<file path="src/rtl/isa_defs_pkg.sv">
// Shared ISA definitions for the front end: opcodes, fetch-stage states, fetch buffer entry layout.
// JUMP_PREDECODE_EN (see instr_fetch_unit) uses the J-type helpers below.
package isa_defs_pkg;

  localparam int unsigned XLEN  = 32;
  localparam int unsigned OPC_W = 6;

  localparam logic [OPC_W-1:0] OP_R_TYPE = 6'b000000;
  localparam logic [OPC_W-1:0] OP_J_TYPE = 6'b000101;
  localparam logic [OPC_W-1:0] OP_BEQ    = 6'b000110;
  localparam logic [OPC_W-1:0] OP_LOAD   = 6'b000111;
  localparam logic [OPC_W-1:0] OP_STORE  = 6'b001000;

  localparam logic [XLEN-1:0] PC_INCR = 32'd4;

  typedef enum logic [1:0] {
    IF_IDLE  = 2'b00,
    IF_FETCH = 2'b01,
    IF_DRAIN = 2'b10
  } if_state_e;

  typedef struct packed {
    logic [XLEN-1:0] pc;
    logic [XLEN-1:0] instr;
  } fetch_entry_t;

  function automatic logic is_j_type(input logic [OPC_W-1:0] opcode);
    return opcode == OP_J_TYPE;
  endfunction

  // Pseudo-direct jump target: upper nibble of pc+4, word index from the instruction.
  function automatic logic [XLEN-1:0] j_target(input logic [3:0] pc_hi, input logic [25:0] index);
    return {pc_hi, index, 2'b00};
  endfunction

endpackage

</file>
<file path="src/rtl/fetch_fifo.sv">
// Synchronous instruction buffer of {pc, instr} entries with push, pop and flush.
// DEPTH must be a power of two so the pointers wrap naturally.
module fetch_fifo
  import isa_defs_pkg::*;
#(
  parameter int unsigned DEPTH = 2,
  parameter int unsigned CNT_W = 2
) (
  input  logic             clk,
  input  logic             rst_n,
  input  logic             push,
  input  fetch_entry_t     push_data,
  input  logic             pop,
  input  logic             flush,
  output fetch_entry_t     head,
  output logic [CNT_W-1:0] count,
  output logic             full,
  output logic             empty
);

  localparam int unsigned PTR_W = (DEPTH > 1) ? $clog2(DEPTH) : 1;

  fetch_entry_t     mem [DEPTH];
  logic [PTR_W-1:0] wr_ptr;
  logic [PTR_W-1:0] rd_ptr;
  logic             do_push;
  logic             do_pop;

  assign empty   = (count == '0);
  assign full    = (count == CNT_W'(DEPTH));
  assign do_pop  = pop && !empty && !flush;
  // A full buffer still accepts a push when the head leaves in the same cycle.
  assign do_push = push && !flush && (!full || do_pop);
  assign head    = mem[rd_ptr];

  always_ff @(posedge clk) begin
    if (!rst_n || flush) begin
      wr_ptr <= '0;
      rd_ptr <= '0;
      count  <= '0;
    end else begin
      if (do_push) wr_ptr <= wr_ptr + PTR_W'(1);
      if (do_pop)  rd_ptr <= rd_ptr + PTR_W'(1);
      count <= count + CNT_W'(do_push) - CNT_W'(do_pop);
    end
  end

  always_ff @(posedge clk) begin
    if (do_push) mem[wr_ptr] <= push_data;
  end

endmodule

</file>
<file path="src/rtl/instr_fetch_unit.sv">
// Fetch stage: PC, credit-limited imem reads, response buffer, redirect squash of wrong-path reads.
// Optional JUMP_PREDECODE_EN: J-type words redirect fetch as soon as they are buffered.
module instr_fetch_unit
  import isa_defs_pkg::*;
#(
  parameter logic [31:0] PC_RESET   = 32'h0000_0000,
  parameter int unsigned FIFO_DEPTH = 2,
  parameter int unsigned CNT_W      = 2
) (
  input  logic        clk,
  input  logic        rst_n,
  output logic        imem_req,
  output logic [31:0] imem_addr,
  input  logic        imem_gnt,
  input  logic        imem_rvalid,
  input  logic [31:0] imem_rdata,
  input  logic        redirect_valid,
  input  logic [31:0] redirect_pc,
  output logic        instr_valid,
  input  logic        instr_ready,
  output logic [31:0] instr_out,
  output logic [31:0] instr_pc
);

  localparam int unsigned SUM_W = CNT_W + 1;

  if_state_e        state_q, state_d;
  logic [31:0]      fetch_pc_q, fetch_pc_d;
  logic [31:0]      resp_pc_q, resp_pc_d;
  logic [31:0]      resp_pc_inc;
  logic [31:0]      redir_target;
  logic [CNT_W-1:0] outstanding_q, outstanding_d;
  logic [CNT_W-1:0] drop_cnt_q, drop_cnt_d;
  logic [CNT_W-1:0] fifo_count;
  logic             fifo_full;
  logic             fifo_empty;
  fetch_entry_t     fifo_head;
  fetch_entry_t     push_entry;
  logic             credit_ok;
  logic             rsp;
  logic             rsp_keep;
  logic             jump_hit;
  logic             redirect_any;
  logic             issue;
  logic             pop;

  // Reads in flight plus buffered words never exceed the buffer size.
  assign credit_ok   = (SUM_W'(fifo_count) + SUM_W'(outstanding_q)) < SUM_W'(FIFO_DEPTH);
  assign rsp         = imem_rvalid && (outstanding_q != '0);
  assign rsp_keep    = rsp && (state_q == IF_FETCH) && !redirect_valid;
  assign resp_pc_inc = resp_pc_q + PC_INCR;

`ifdef JUMP_PREDECODE_EN
  assign jump_hit     = rsp_keep && is_j_type(imem_rdata[31:26]);
  assign redir_target = redirect_valid ? redirect_pc
                                       : j_target(resp_pc_inc[31:28], imem_rdata[25:0]);
`else
  assign jump_hit     = 1'b0;
  assign redir_target = redirect_pc;
`endif

  assign redirect_any = redirect_valid || jump_hit;
  assign imem_req     = (state_q == IF_FETCH) && credit_ok && !redirect_any;
  assign imem_addr    = fetch_pc_q;
  assign issue        = imem_req && imem_gnt;
  assign pop          = instr_valid && instr_ready;
  assign push_entry   = '{pc: resp_pc_q, instr: imem_rdata};

  always_ff @(posedge clk) begin
    if (!rst_n) begin
      state_q       <= IF_IDLE;
      fetch_pc_q    <= PC_RESET;
      resp_pc_q     <= PC_RESET;
      outstanding_q <= '0;
      drop_cnt_q    <= '0;
    end else begin
      state_q       <= state_d;
      fetch_pc_q    <= fetch_pc_d;
      resp_pc_q     <= resp_pc_d;
      outstanding_q <= outstanding_d;
      drop_cnt_q    <= drop_cnt_d;
    end
  end

  always_comb begin
    state_d       = state_q;
    fetch_pc_d    = fetch_pc_q;
    resp_pc_d     = resp_pc_q;
    drop_cnt_d    = drop_cnt_q;
    outstanding_d = outstanding_q + CNT_W'(issue) - CNT_W'(rsp);

    if (issue)    fetch_pc_d = fetch_pc_q + PC_INCR;
    if (rsp_keep) resp_pc_d  = resp_pc_inc;

    case (state_q)
      IF_IDLE:  state_d = IF_FETCH;
      IF_FETCH: state_d = IF_FETCH;
      IF_DRAIN: begin
        if (rsp) begin
          drop_cnt_d = drop_cnt_q - CNT_W'(1);
          if (drop_cnt_q == CNT_W'(1)) state_d = IF_FETCH;
        end
      end
      default:  state_d = IF_IDLE;
    endcase

    // Every read still in flight after this cycle belongs to the old path.
    if (redirect_any) begin
      fetch_pc_d = redir_target;
      resp_pc_d  = redir_target;
      drop_cnt_d = outstanding_d;
      state_d    = (outstanding_d != '0) ? IF_DRAIN : IF_FETCH;
    end
  end

  fetch_fifo #(
    .DEPTH (FIFO_DEPTH),
    .CNT_W (CNT_W)
  ) u_fifo (
    .clk       (clk),
    .rst_n     (rst_n),
    .push      (rsp_keep),
    .push_data (push_entry),
    .pop       (pop),
    .flush     (redirect_valid),
    .head      (fifo_head),
    .count     (fifo_count),
    .full      (fifo_full),
    .empty     (fifo_empty)
  );

  assign instr_valid = !fifo_empty;
  assign instr_out   = fifo_empty ? '0 : fifo_head.instr;
  assign instr_pc    = fifo_empty ? '0 : fifo_head.pc;

  always_ff @(posedge clk) begin
    if (rst_n) begin
      assert (outstanding_q <= CNT_W'(FIFO_DEPTH));
      assert (fifo_count <= CNT_W'(FIFO_DEPTH));
      assert (!(rsp_keep && fifo_full && !pop));
    end
  end

endmodule

</file>
<file path="config.mk">
export PLATFORM = sky130hd
export DESIGN_NAME = instr_fetch_unit
export DESIGN_NICKNAME = d
export VERILOG_FILES = /design/src/rtl/isa_defs_pkg.sv /design/src/rtl/fetch_fifo.sv /design/src/rtl/instr_fetch_unit.sv
export SDC_FILE = /design/constraint.sdc
export NUM_CORES = 1
export LEC_CHECK = 0
export ABC_AREA = 0
export BUFFER_PORTS_ARGS = -buffer_cell sky130_fd_sc_hd__clkbuf_2
export CAP_MARGIN = 20
export CORE_MARGIN = 4
export CORE_UTILIZATION = 45
export CTS_BUF_LIST = sky130_fd_sc_hd__clkbuf_4 sky130_fd_sc_hd__clkbuf_8
export CTS_CLUSTER_SIZE = 12
export DETAILED_ROUTE_END_ITERATION = 7
export HOLD_SLACK_MARGIN = 0.12
export PLACE_DENSITY = 0.67
export REMOVE_ABC_BUFFERS = 1
export SYNTH_ARGS = -nofsm -noshare
export SYNTH_HDL_FRONTEND = slang
export SYNTH_HIERARCHICAL = 1
export SYNTH_SLANG_ARGS = --single-unit
</file>
<file path="constraint.sdc">
create_clock -name clk -period 11.3 [get_ports clk]
set_input_delay 2.26 -clock clk [delete_from_list [all_inputs] [get_ports clk]]
set_output_delay 2.26 -clock clk [all_outputs]
set_load 0.005 [all_outputs]
</file>
==> results of run 1 <==
stage by stage:
stage                     hold WS, ns  utilization (%)  power, mW
after floorplan                 0.425                -      0.924
after global placement          0.452             50.9      0.979
after detailed placement        0.453             50.9      0.982
after CTS                       0.463             54.6       1.67
after global routing            0.492             54.6       1.72
final                           0.460             54.6       1.65
power breakdown:
group          switching (mW)  internal (mW)
combinational          0.0679         0.0523
clock                   0.283          0.397
sequential             0.0326          0.815
state kept, by name, indices dropped and copies added (netlist names), named ones only:
register,flops
drop_cnt_q,2
imem_addr,32
outstanding_q,2
resp_pc_q,32
state_q,2
u_fifo/count,2
u_fifo/mem,128
u_fifo/rd_ptr,1
u_fifo/wr_ptr,1
cell type report:
| cell class | instances | area share (%) |
|---|---|---|
| Multi-Input combinational cell | 530 | 33.4 |
| Sequential cell | 203 | 48.4 |
| Tap cell | 270 | 3.06 |
| Inverter | 15 | 0.510 |
| Timing Repair Buffer | 172 | 7.91 |
| Clock inverter | 8 | 0.646 |
| Clock buffer | 55 | 6.00 |
tightest hold or removal path, delay by kind of cell (launching register included):
kind	cells	cell delay, ns
compound gates	1	0.05
flops	1	0.31
simple gates	1	0.05
how the worst max path moves through the flow:
stage,startpoint,endpoint,slack [ns],depth (start not counted)
finish,redirect_valid,imem_req,6.00,4
global route,redirect_valid,imem_req,5.94,4
CTS,redirect_valid,imem_req,6.01,4
detailed placement,redirect_valid,state_q[0],5.76,13
global placement,redirect_valid,state_q[0],5.85,13
floorplan,imem_rvalid,u_fifo/mem[1][0],3.04,4
layer usage:
metal,vias up,wire length (um)
met2,223,9850
met5,-,0
met4,0,373
li1,3258,-
met1,3159,9780
met3,34,1470
==> results.toml, run 1 <==
[power_and_ir_drop]
vdd_drop_max_v = 0.0000612
leakagePower_nw = 4.03
power_density_mw_per_mm2 = 149

[drt]
wl_um = 21500
route.detailed.drc = 0
drt_first_iter_violations = 362
num_vias = 6674
ant_nets = 0
dr.pass1.iters = 5
wl_per_cell_um = 17.1
via_per_inst = 5.33

[global_routing]
grt_use_met1_pct = 25.8
grt_use_met2_pct = 28.4
antenna_found_initial = 0
grt_pass1_vias = 6409
use_met3_pct = 3.63
busiest_layer = "met2"
grt_max_degree = 65
globalRouteTotalUtil_pct = 18.3
grt_pass1_wl_um = 33300
grt_overflow = 0

[synth]
synth_warnings = 6
syn_inst = 791
syn-cell-area_mm2 = 0.00927
syn_avg_cell_area_um2 = 11.7

[clock_network]
clk_latency_ns = 0.52
ctsResizeCount = 0
h-tree-depth = 2
hold_buffers = 0
cts_tree = "built"
cts.sink_count = 203
clk_pin_slew_ns = 0.06
cts_setup_buffers = 0
root_buffer = "clkbuf_8"
cts_buffer_depth = 3
cts_made_buffers = 35

[worst_setup_path]
cp-end-kind = "output pin"
path_delay_family = "buffers and inverters"
critPathKind = "in -> out"
arrival_ns = 3.04
reg2reg_to = "state_q[0]"
worst-path-buf-inv = 3
crit_chain = "clkbuf_2, buf_4, nor3_1, clkbuf_2"
crit_fanout = 48
max_stage_delay_ns = 0.42
start_kind = "primary input"
critPathSlowestCell = "buf_4"
rrSetupSlack_ns = 7.17
cp_common_cell = "clkbuf_2"
cp.required_ns = 9.04
crit-reg2reg-launch = "u_fifo/count[0]"
reg2reg_depth = 13

[sta]
setup_ws_ns = 6.00
setup_tns_ns = 0
clock_skew_ns = 0.0177
setup_viol = 0
maxSlewViolCount = 0
slew_headroom_pct = 32.3
hold_viol_final = 0
rsz0062_at_grt = "false"
period_share_pct = 46.9
fmax_ghz = 0.189
period_needed_ns = 5.30
tightest_slew_ns = 1.02

[die]
die-height_um = 152
core_area_mm2 = 0.0202
die_w_um = 152
io-pin-count = 168
rows = 52
floorplan.initialDensity_pct = 45.8
dieArea_mm2 = 0.0230

[place]
pre_cts_slack_ns = 5.76
portBuffers = 167
place.gp.congestion = 0.905
place_area_mm2 = 0.0103
dp.final_hpwl_um = 14200
placed_cells = 1190

[min_path]
hp-start = "imem_addr[1]"
holdPathStages = 2
min_path_type = "reg -> reg"
hold_end = "imem_addr[1]"

[layout]
register_area_mm2 = 0.00535
fill_cells = 1799
layout_common_cells = "clkbuf_2 (167), edfxtp_1 (128), dfxtp_1 (74), mux2_2 (69), nor2b_1 (65)"
final_cell_area_mm2 = 0.0110
layout.cells.non_filler = 1253
multi_input_area_mm2 = 0.00369
syn_to_final_growth_pct = 19.1
fin_nets = 1034
layout-drive-gt1-share_pct = 33.2
num_antenna_cells = 0
final_common_cell = "clkbuf_2"

[run_status]
status = "complete, no violations"

[job]
drv_cap = 0
No activity file was read; power rests on OpenSTA's default activity.
==> run 2, diff against run 1 <==
Clock period 11.3 ns to 5.07 ns, I/O delays scaled along.
==> results.toml, run 2 (synthesis results as in run 1) <==
[sta]
period_needed_ns = 3.57
fmax_ghz = 0.280
slew_headroom_pct = 29.6
clock_skew_ns = 0.0323
setup_tns_ns = 0
setup_viol = 0
hold_viol_final = 0
tightest_slew_ns = 1.06
period_share_pct = 70.4
setup_ws_ns = 1.50
rsz0062_at_grt = "false"
fin_hold_ws_ns = 0.461
maxSlewViolCount = 0

[worst_setup_path]
reg2reg_to = "state_q[0]"
cp_num_cells = 13
reg2reg_depth = 13
arrival_ns = 3.99
worst-path-buf-inv = 2
start_kind = "flop"
path_delay_family = "simple AND/OR/NAND/NOR gates"
rrSetupSlack_ns = 1.50
critPathKind = "reg -> reg"
max_stage_delay_ns = 0.49
crit_chain = "and2_1, fa_1, or2_2, nor2_2, clkinv_1, ha_1, inv_1, ha_1, xor2_1, xnor2_1, nand2b_1, a21o_1, a311oi_1"
cp.required_ns = 5.49
cp-end-kind = "flop"
cp_common_cell = "ha_1"
critPathSlowestCell = "dfxtp_1"
crit-reg2reg-launch = "u_fifo/count[0]"
crit_fanout = 14

[clock_network]
ctsResizeCount = 0
cts_tree = "built"
clk_latency_ns = 0.51
root_buffer = "clkbuf_8"
cts_setup_buffers = 0
cts_made_buffers = 35
cts.sink_count = 203
h-tree-depth = 2
clk_pin_slew_ns = 0.07
cts_buffer_depth = 3
hold_buffers = 0

[job]
drv_cap = 0

[drt]
route.detailed.drc = 0
ant_nets = 0
via_per_inst = 5.35
num_vias = 6695
wl_per_cell_um = 17.4
drt_first_iter_violations = 360
wl_um = 21700
dr.pass1.iters = 5

[layout]
final_common_cell = "clkbuf_2"
layout-drive-gt1-share_pct = 32.7
largest_reg_flops = 128
fin_nets = 1035
layout_common_cells = "clkbuf_2 (167), edfxtp_1 (128), dfxtp_1 (74), mux2_2 (69), nor2b_1 (65)"
layout.cells.non_filler = 1252
final_cell_area_mm2 = 0.0110
num_antenna_cells = 0
utilization_pct = 54.3
top_register = "u_fifo/mem"
syn_to_final_growth_pct = 18.6

[power_and_ir_drop]
finalPower_mw = 3.58
power_density_mw_per_mm2 = 326
leakagePower_nw = 4.01
vdd_drop_max_v = 0.000155

[global_routing]
grt_overflow = 0
globalRouteTotalUtil_pct = 18.7
grt_max_degree = 65
grt_pass1_vias = 6458
grt_pass1_wl_um = 33900
antenna_found_initial = 0

[run_status]
status = "complete, no violations"

[place]
portBuffers = 167
dp.final_hpwl_um = 14400
placed_cells = 1191
place.gp.congestion = 0.879
place_area_mm2 = 0.0103
pre_cts_slack_ns = 1.23

[die]
die-height_um = 152
die_w_um = 152
rows = 52
floorplan.initialDensity_pct = 45.8
dieArea_mm2 = 0.0230
core_area_mm2 = 0.0202
io-pin-count = 168

[min_path]
holdPathStages = 2
hold_end = "imem_addr[0]"
hp-start = "imem_addr[0]"
min_path_type = "reg -> reg"
==> run 2: cell types whose count changed in the layout (fill, tap and decap cells not counted), sizes merged <==
cell and delta:
buf +1, inv -1, clkbuf -1, clkinv +2
bufinv -1, clkinvlp -1
==> run 2: how the worst max path moves through the flow <==
stage | startpoint | slack (ns) | to
after CTS | u_fifo/count[1] | 1.52 | instr_pc[18]
after detailed placement | redirect_valid | 1.23 | state_q[0]
final | u_fifo/count[0] | 1.50 | state_q[0]
after floorplan | imem_rvalid | -1.94 | u_fifo/mem[1][0]
after global placement | redirect_valid | 1.32 | state_q[0]
after global routing | u_fifo/count[0] | 1.20 | state_q[0]
==> run 2: layer usage <==
layer	GRT usage [%]	vias to the layer above	share of wire, %
li1	-	3269	-
met1	26.1	3143	46
met2	29.3	246	45
met3	4.19	37	7.4
met4	5.44	0	2.0
met5	0	-	0
==> run 2: power by group <==
part | leakage, nW | internal, mW | switching, mW | total [mW]
sequential | 1.78 | 1.82 | 0.0732 | 1.89
combinational | 1.86 | 0.118 | 0.155 | 0.273
clock | 0.365 | 0.803 | 0.616 | 1.42
==> run 2: area by class of cell <==
type | instances | area [um^2]
fillers | 1776 | 9250
flip-flops and latches | 203 | 5350
multi-input cells | 530 | 3690
repair buffers | 173 | 881
clock buffers | 54 | 643
well taps | 270 | 338
inverters | 15 | 56.3
clock inverters | 7 | 30.0
==> run 2: tightest hold or removal path: cells and delay by family (launching register included) <==
family,cells,cell delay [ns]
compound gates,1,0.05
flops,1,0.31
simple gates,1,0.05
